--- src/rtl/hazard_ctrl.sv ---
// Pipeline hazard controller: load-use bubbles, multi-cycle op stalls and branch flushes.
// Optional perf counters are built when HAZARD_PERF_EN is defined.
module hazard_ctrl #(
  parameter int MC_LAT = 4,
  parameter int RA_W   = 5
) (
  input  logic            clk,
  input  logic            rst_n,
  input  logic [RA_W-1:0] id_rs1,
  input  logic [RA_W-1:0] id_rs2,
  input  logic [RA_W-1:0] ex_rd,
  input  logic            ex_mem_read,
  input  logic            id_mc_op,
  input  logic            branch_taken,
  output logic            pc_write,
  output logic            if_id_write,
  output logic            if_id_flush,
  output logic            id_ex_bubble,
  output logic [1:0]      state_o
`ifdef HAZARD_PERF_EN
  ,
  output logic [15:0]     perf_stall_cnt,
  output logic [15:0]     perf_flush_cnt
`endif
);

  typedef enum logic [1:0] {
    RUN     = 2'd0,
    MC_WAIT = 2'd1,
    RELEASE = 2'd2,
    ILLEGAL = 2'd3
  } state_t;

  localparam logic [3:0] MC_INIT = 4'(MC_LAT - 1);

  state_t     state, state_next;
  logic [3:0] cnt, cnt_next;
  logic       lu;

  assign lu = ex_mem_read && (ex_rd != '0) && ((ex_rd == id_rs1) || (ex_rd == id_rs2));
  assign state_o = state;

  always_ff @(posedge clk or negedge rst_n) begin
    if (!rst_n) begin
      state <= RUN;
      cnt   <= 4'd0;
    end else begin
      state <= state_next;
      cnt   <= cnt_next;
    end
  end

  always_comb begin
    state_next = state;
    cnt_next   = cnt;
    if (branch_taken) begin
      state_next = RUN;
      cnt_next   = 4'd0;
    end else begin
      case (state)
        RUN: begin
          if (!lu && id_mc_op) begin
            state_next = MC_WAIT;
            cnt_next   = MC_INIT;
          end
        end
        MC_WAIT: begin
          cnt_next = cnt - 4'd1;
          // A zero count can only come from corruption; release rather than wrap.
          if (cnt <= 4'd1) state_next = RELEASE;
        end
        RELEASE: state_next = RUN;
        default: begin
          state_next = RUN;
          cnt_next   = 4'd0;
        end
      endcase
    end
  end

  always_comb begin
    pc_write     = 1'b1;
    if_id_write  = 1'b1;
    if_id_flush  = 1'b0;
    id_ex_bubble = 1'b0;
    if (!rst_n) begin
      pc_write     = 1'b0;
      if_id_write  = 1'b0;
      if_id_flush  = 1'b1;
      id_ex_bubble = 1'b1;
    end else if (branch_taken) begin
      if_id_flush  = 1'b1;
      id_ex_bubble = 1'b1;
    end else begin
      case (state)
        RUN: begin
          if (lu || id_mc_op) begin
            pc_write     = 1'b0;
            if_id_write  = 1'b0;
            id_ex_bubble = 1'b1;
          end
        end
        RELEASE: begin
          if (lu) begin
            pc_write     = 1'b0;
            if_id_write  = 1'b0;
            id_ex_bubble = 1'b1;
          end
        end
        default: begin
          pc_write     = 1'b0;
          if_id_write  = 1'b0;
          id_ex_bubble = 1'b1;
        end
      endcase
    end
  end

`ifdef HAZARD_PERF_EN
  always_ff @(posedge clk or negedge rst_n) begin
    if (!rst_n) begin
      perf_stall_cnt <= 16'd0;
      perf_flush_cnt <= 16'd0;
    end else begin
      if (!pc_write && (perf_stall_cnt != 16'hFFFF)) perf_stall_cnt <= perf_stall_cnt + 16'd1;
      if (if_id_flush && (perf_flush_cnt != 16'hFFFF)) perf_flush_cnt <= perf_flush_cnt + 16'd1;
    end
  end
`endif

endmodule

--- config.mk ---
export PLATFORM = sky130hd
export DESIGN_NAME = hazard_ctrl
export DESIGN_NICKNAME = d
export VERILOG_FILES = /design/src/rtl/hazard_ctrl.sv
export SDC_FILE = /design/constraint.sdc
export NUM_CORES = 1
export LEC_CHECK = 0
export BUFFER_PORTS_ARGS = -buffer_cell sky130_fd_sc_hd__buf_2
export CAP_MARGIN = 20
export CORE_UTILIZATION = 40
export DETAILED_ROUTE_END_ITERATION = 8
export PLACE_DENSITY = 0.77
export REMOVE_ABC_BUFFERS = 1
export SLEW_MARGIN = 20
export SYNTH_ARGS = -nofsm -noshare
export SYNTH_HDL_FRONTEND = slang
export SYNTH_SLANG_ARGS = --single-unit
--- constraint.sdc ---
create_clock -name clk -period 2 [get_ports clk]
set_input_delay 0.4 -clock clk [delete_from_list [all_inputs] [get_ports clk]]
set_output_delay 0.4 -clock clk [all_outputs]
set_load 0.01 [all_outputs]
## Word-level counts from Yosys, hierarchy flattened

Cells that the tools add are included.

- Output and inout port bits: 6
- Word-level logic and storage cells: 40
- Memories: 0
- Bits in writable memories: 0
- Register bits: 6
- Bits in latches: 0
- Input port bits: 20
- Memory bits (read-only): 0

- Shift-type cells: 0
- Bitwise operators: 0
- Equal/unequal tests: 7
- Multipliers: 0
- Div/mod/pow operators: 0
- Add/subtract/negate cells: 1
- Magnitude comparators: 1
- Multiplexer cells: 19
- Reductions and logical operators: 10

Operators with widths:

| operator | count |
|---|---|
| $pmux 4 s3 | 1 |
| $eq 5x5->1 | 2 |
| $mux 1 | 10 |
| $mux 4 | 2 |
| $mux 2 | 3 |
| $ne 3x3->1 const B | 2 |
| $reduce_bool 5->1 | 1 |
| $le 4x1->1 const B | 1 |
| $pmux 1 s2 | 2 |
| $pmux 2 s2 | 1 |
| $reduce_and 2->1 | 2 |
| $sub 4x1->4 const B | 1 |
| $logic_and 1x1->1 | 3 |
| $eq 2x1->1 const B | 1 |
| $eq 2x2->1 const B | 1 |
| $logic_not 2->1 | 1 |
| $logic_or 1x1->1 | 2 |
| $ne 2x2->1 const B | 1 |
| $logic_not 1->1 | 1 |

## Depth between registers and ports, before layout

- Word-level depth: 8
- Gate-level depth with buffers: 6
- Mapped depth without buffers: 5

## Least setup slack after synthesis

Ideal clock, no wire load.

- Path kind: input to output
- From: input port ex_rd[1]
- To: output port pc_write
- Required time: 1.600 ns
- Buffers on the path: 1
- Setup slack: -0.104 ns
- Stages on the path: 5
- Data arrival time: 1.704 ns
- Cell sequence: or4_4 -> o21ai_4 -> nor2b_2 -> o21ai_0 -> buf_4

- Cells in the longest elaborated chain, start to end: 8
- Elaborated cells on any way between the ends: 12
- Those cells by class: 2 x eq/ne; 5 x mux; 5 x reduce/logical

Ends and longest elaborated chain:

| item | line | text |
|---|---|---|
| start, declared | 11 | `input logic [RA_W-1:0] ex_rd,` |
| $eq 5x5->1 / $reduce_bool 5->1 (equally long branches) | 40 | `assign lu = ex_mem_read && (ex_rd != '0) && ((ex_rd == id_rs1) \|\| (ex_rd == id_rs2));` |
| $logic_or 1x1->1 / $logic_and 1x1->1 (equally long branches) | 40 |  |
| $logic_and 1x1->1 * | 40 |  |
| $logic_or 1x1->1 | 97 | `if (lu \|\| id_mc_op) begin` |
| $mux 1 | n/a |  |
| $pmux 1 s2 * | n/a |  |
| $mux 1 * (2 in a row) | n/a |  |
| end, declared | 15 | `output logic pc_write,` |

Mark *: on every way between the ends. The rest lies on a longest branch, timed or not.

## Final worst setup path

- From: input port ex_rd[4]
- To: output port id_ex_bubble

- Cells in the longest elaborated chain, start to end: 8
- Elaborated cells on any way between the ends: 12
- Those cells by class: 2 x eq/ne; 5 x mux; 5 x reduce/logical

Ends and longest elaborated chain:

| item | line | text |
|---|---|---|
| $eq 5x5->1 / $reduce_bool 5->1 (equally long branches) | 40 |  |
| $logic_or 1x1->1 / $logic_and 1x1->1 (equally long branches) | 40 |  |
| $logic_and 1x1->1 * | 40 |  |
| $logic_or 1x1->1 | 97 |  |
| $mux 1 | 97 |  |
| $pmux 1 s2 * | 95 | `case (state)` |
| $mux 1 * | 91 | `end else if (branch_taken) begin` |
| $mux 1 * | 86 | `if (!rst_n) begin` |
| end, declared | 18 | `output logic id_ex_bubble,` |

Marked as above.

==> results.py <==
metrics = {
    "sta": {
        "setup_ws_ns": -0.256,
        "fin_crit_ns": 2.26,
        "setup_violations": 3,
        "worst_pin_slew_ns": 0.571,
        "fmax_ghz": 0.443,
        "slew_headroom_pct": 61.0,
        "final-hold-violation-count": 0,
        "min_period_over_period_pct": 113,
        "rsz0062_at_grt": "yes",
        "slew_viol_final": 0,
        "skew_ns": 0.00259,
    },
    "pwr": {
        "p_leak_nw": 0.410,
        "power_frac_clock_pct": 19.4,
        "ir_worst_vdd_mv": 0.427,
        "p_sw_mw": 0.217,
        "comb_power_share_pct": 47.9,
        "switching_share_pct": 38.5,
        "p_seq_share_pct": 32.6,
        "power.density_nw_per_um2": 653,
        "p_int_mw": 0.347,
    },
    "placement": {
        "port_buffers": 25,
        "pre_cts_ws_ns": -0.290,
        "hpwl_um": 1230,
        "gp_congestion": 0.797,
    },
    "critical_path": {
        "arrival_ns": 1.86,
        "path_class": "primary input to output port",
        "r2r_cells": 5,
        "crit_required_ns": 1.60,
        "rrSetupSlack_ns": 0.35,
        "startpoint_type": "primary input",
        "critical_path.max_fanout": 2,
        "r2r_start": "cnt[0]",
        "r2r_end": "cnt[1]",
        "critPathCaptureType": "output port",
    },
    "clock_tree": {
        "cts-root-buf": "clkbuf_4",
        "htree_levels": 1,
        "clkTransAtPathRegs_ns": 0.04,
        "clock_sinks": 6,
        "clockBufferDepth": 2,
        "cts_tree": "yes",
        "cts_buffers": 3,
        "clkLatencyLatePin_ns": 0.24,
    },
    "floorplan": {
        "dieWidth_um": 39.4,
        "rows": 13,
        "ios": 26,
        "die_h_um": 39.4,
        "core_area_um2": 1300,
        "initial_core_util_pct": 43.0,
        "dieArea_um2": 1550,
    },
    "outcome": {
        "outcome": "complete, but fails checks",
        "violations": "setup timing",
    },
    "finish": {
        "num-fill-cells": 115,
        "drive_gt1_share_pct": 46.2,
        "seqCellArea_um2": 150,
        "multi_input_area_um2": 420,
        "layout.nets": 128,
        "diodes": 0,
        "syn_to_final_growth_pct": 54.4,
        "final_common_cell": "buf_2",
        "layout_common_cells": "buf_2, buf_4, xnor2_1",
        "final_core_util_pct": 66.3,
    },
    "routing": {
        "drtIter0Drc": 21,
        "vias": 640,
        "wl_um": 1610,
        "viasPerCell": 5.38,
        "drcViolationCount": 0,
        "wl_per_cell_um": 13.5,
        "first_pass_iters": 4,
        "ant_nets": 0,
    },
    "logic_synthesis": {
        "yosysUniqueCellTypes": 25,
        "synth_sequential_area_ratio_pct": 26.8,
        "ys_top_cells_by_area": "dfrtp_1, xnor2_1, nand3_1, nand2_1, ha_1",
        "syn_area_per_cell_um2": 8.35,
        "ys_ff_latch": 6,
        "synth_cells": 67,
        "syn_area_um2": 559,
        "yosysTopAreaCell": "dfrtp_1",
        "yosysTopAreaCellShare_pct": 26.8,
        "yosys_warnings": 0,
    },
    "global_route": {
        "grt_first_pass_wirelength_um": 2380,
        "grt_overflow_total": 0,
        "grt_max_degree": 10,
        "grt_pass1_vias": 574,
        "track_usage_pct": 23.3,
        "antenna_found_initial": 0,
    },
    "hold_path": {
        "hp-class": "primary input to asynchronous set/reset pin",
    },
    "flow_run": {
        "maxCapViolCount": 0,
    },
}
## registers in the layout, indices dropped and copies added, names as in the netlist
| register | count |
|---|---|
| cnt | 4 |
| state_o | 2 |
## power groups by stage
stage | Sequential, mW | Clock, mW | Combinational [mW]
floorplan | 0.178 | 0 | 0.148
global placement | 0.181 | 0 | 0.230
detailed placement | 0.183 | 0 | 0.240
CTS | 0.181 | 0.113 | 0.247
global route | 0.187 | 0.129 | 0.296
finish | 0.184 | 0.110 | 0.270
## critical path, cell delays in order
cell and delay (ns):
buf_6 0.09, or4_4 0.53, o21ai_4 0.17, nor2b_4 0.05, or4b_4 0.47, buf_6 0.13
## synthesized netlist by cell type
cell type  instances
a2111oi_0          1
a21oi_1            2
a31o_2             1
buf_4              1
clkbuf_1           1
dfrtp_1            6
ha_1               2
inv_1              4
mux2i_1            2
nand2_1            7
nand2b_1           2
nand3_1            6
nor2_1             5
nor2b_2            1
nor3_1             1
nor4_1             2
o21ai_0            5
o21ai_4            1
o22ai_1            1
o2bb2ai_1          2
o311a_1            1
o41ai_1            1
or4_4              1
or4b_4             1
xnor2_1           10
## layer usage
| layer | vias up | global-route usage [%] | part of all wire [%] |
|---|---|---|---|
| met3 | 0 | 6.82 | 4.9 |
| met4 | 0 | 3.45 | 0 |
| met5 | - | 0 | 0 |
| met2 | 27 | 42.1 | 54 |
| li1 | 316 | - | - |
| met1 | 297 | 27.4 | 41 |
## stage by stage
step / hold slack [ns] / power, mW / setup TNS, ns / cells / instance area (µm²)
finish: 0.0707 / 0.564 / -0.603 / 119 / 863
detailed placement: 0.332 / 0.423 / -0.693 / 114 / 759
global route: 0.0600 / 0.612 / -0.701 / 119 / 863
floorplan: 0.104 / 0.326 / -0.199 / 65 / 548
global placement: 0.331 / 0.411 / -0.614 / 114 / 759
CTS: 0.0714 / 0.541 / -0.564 / 118 / 808
## cell families after synthesis
| group | count (synthesis) | synth area share [%] |
|---|---|---|
| flip-flops | 6 | 26.8 |
| XOR/XNOR | 10 | 15.7 |
| adder cells (fa/ha/maj) | 2 | 4.47 |
| multiplexers | 2 | 3.58 |
| AND/OR/NAND/NOR | 26 | 24.8 |
| AO/OA/AOI/OAI | 15 | 19.9 |
| buffers and inverters | 6 | 4.70 |
## how the worst max path moves through the flow
stage	from	end	slack, ns	depth (start not counted)
final	ex_rd[4]	id_ex_bubble	-0.26	6
after global routing	ex_rd[4]	id_ex_bubble	-0.29	6
after CTS	ex_rd[4]	id_ex_bubble	-0.26	6
after detailed placement	ex_rd[1]	id_ex_bubble	-0.29	6
after global placement	ex_rd[1]	id_ex_bubble	-0.29	6
after floorplan	ex_rd[1]	id_ex_bubble	-0.08	4
## repair_timing
item	CTS	global route
buffers inserted	1	1
pin swaps	3	5
gates resized for setup	4	8
setup endpoints to repair	3	3
hold buffers	0	0
## final cells by class
type / instances / share of cell area [%]
clock buffers: 3 / 2.61
inverters: 4 / 1.74
flip-flops and latches: 6 / 17.4
repair buffers: 36 / 27.4
multi-input cells: 55 / 48.7
well taps: 15 / 2.17
(Power assumes the default switching activity.)
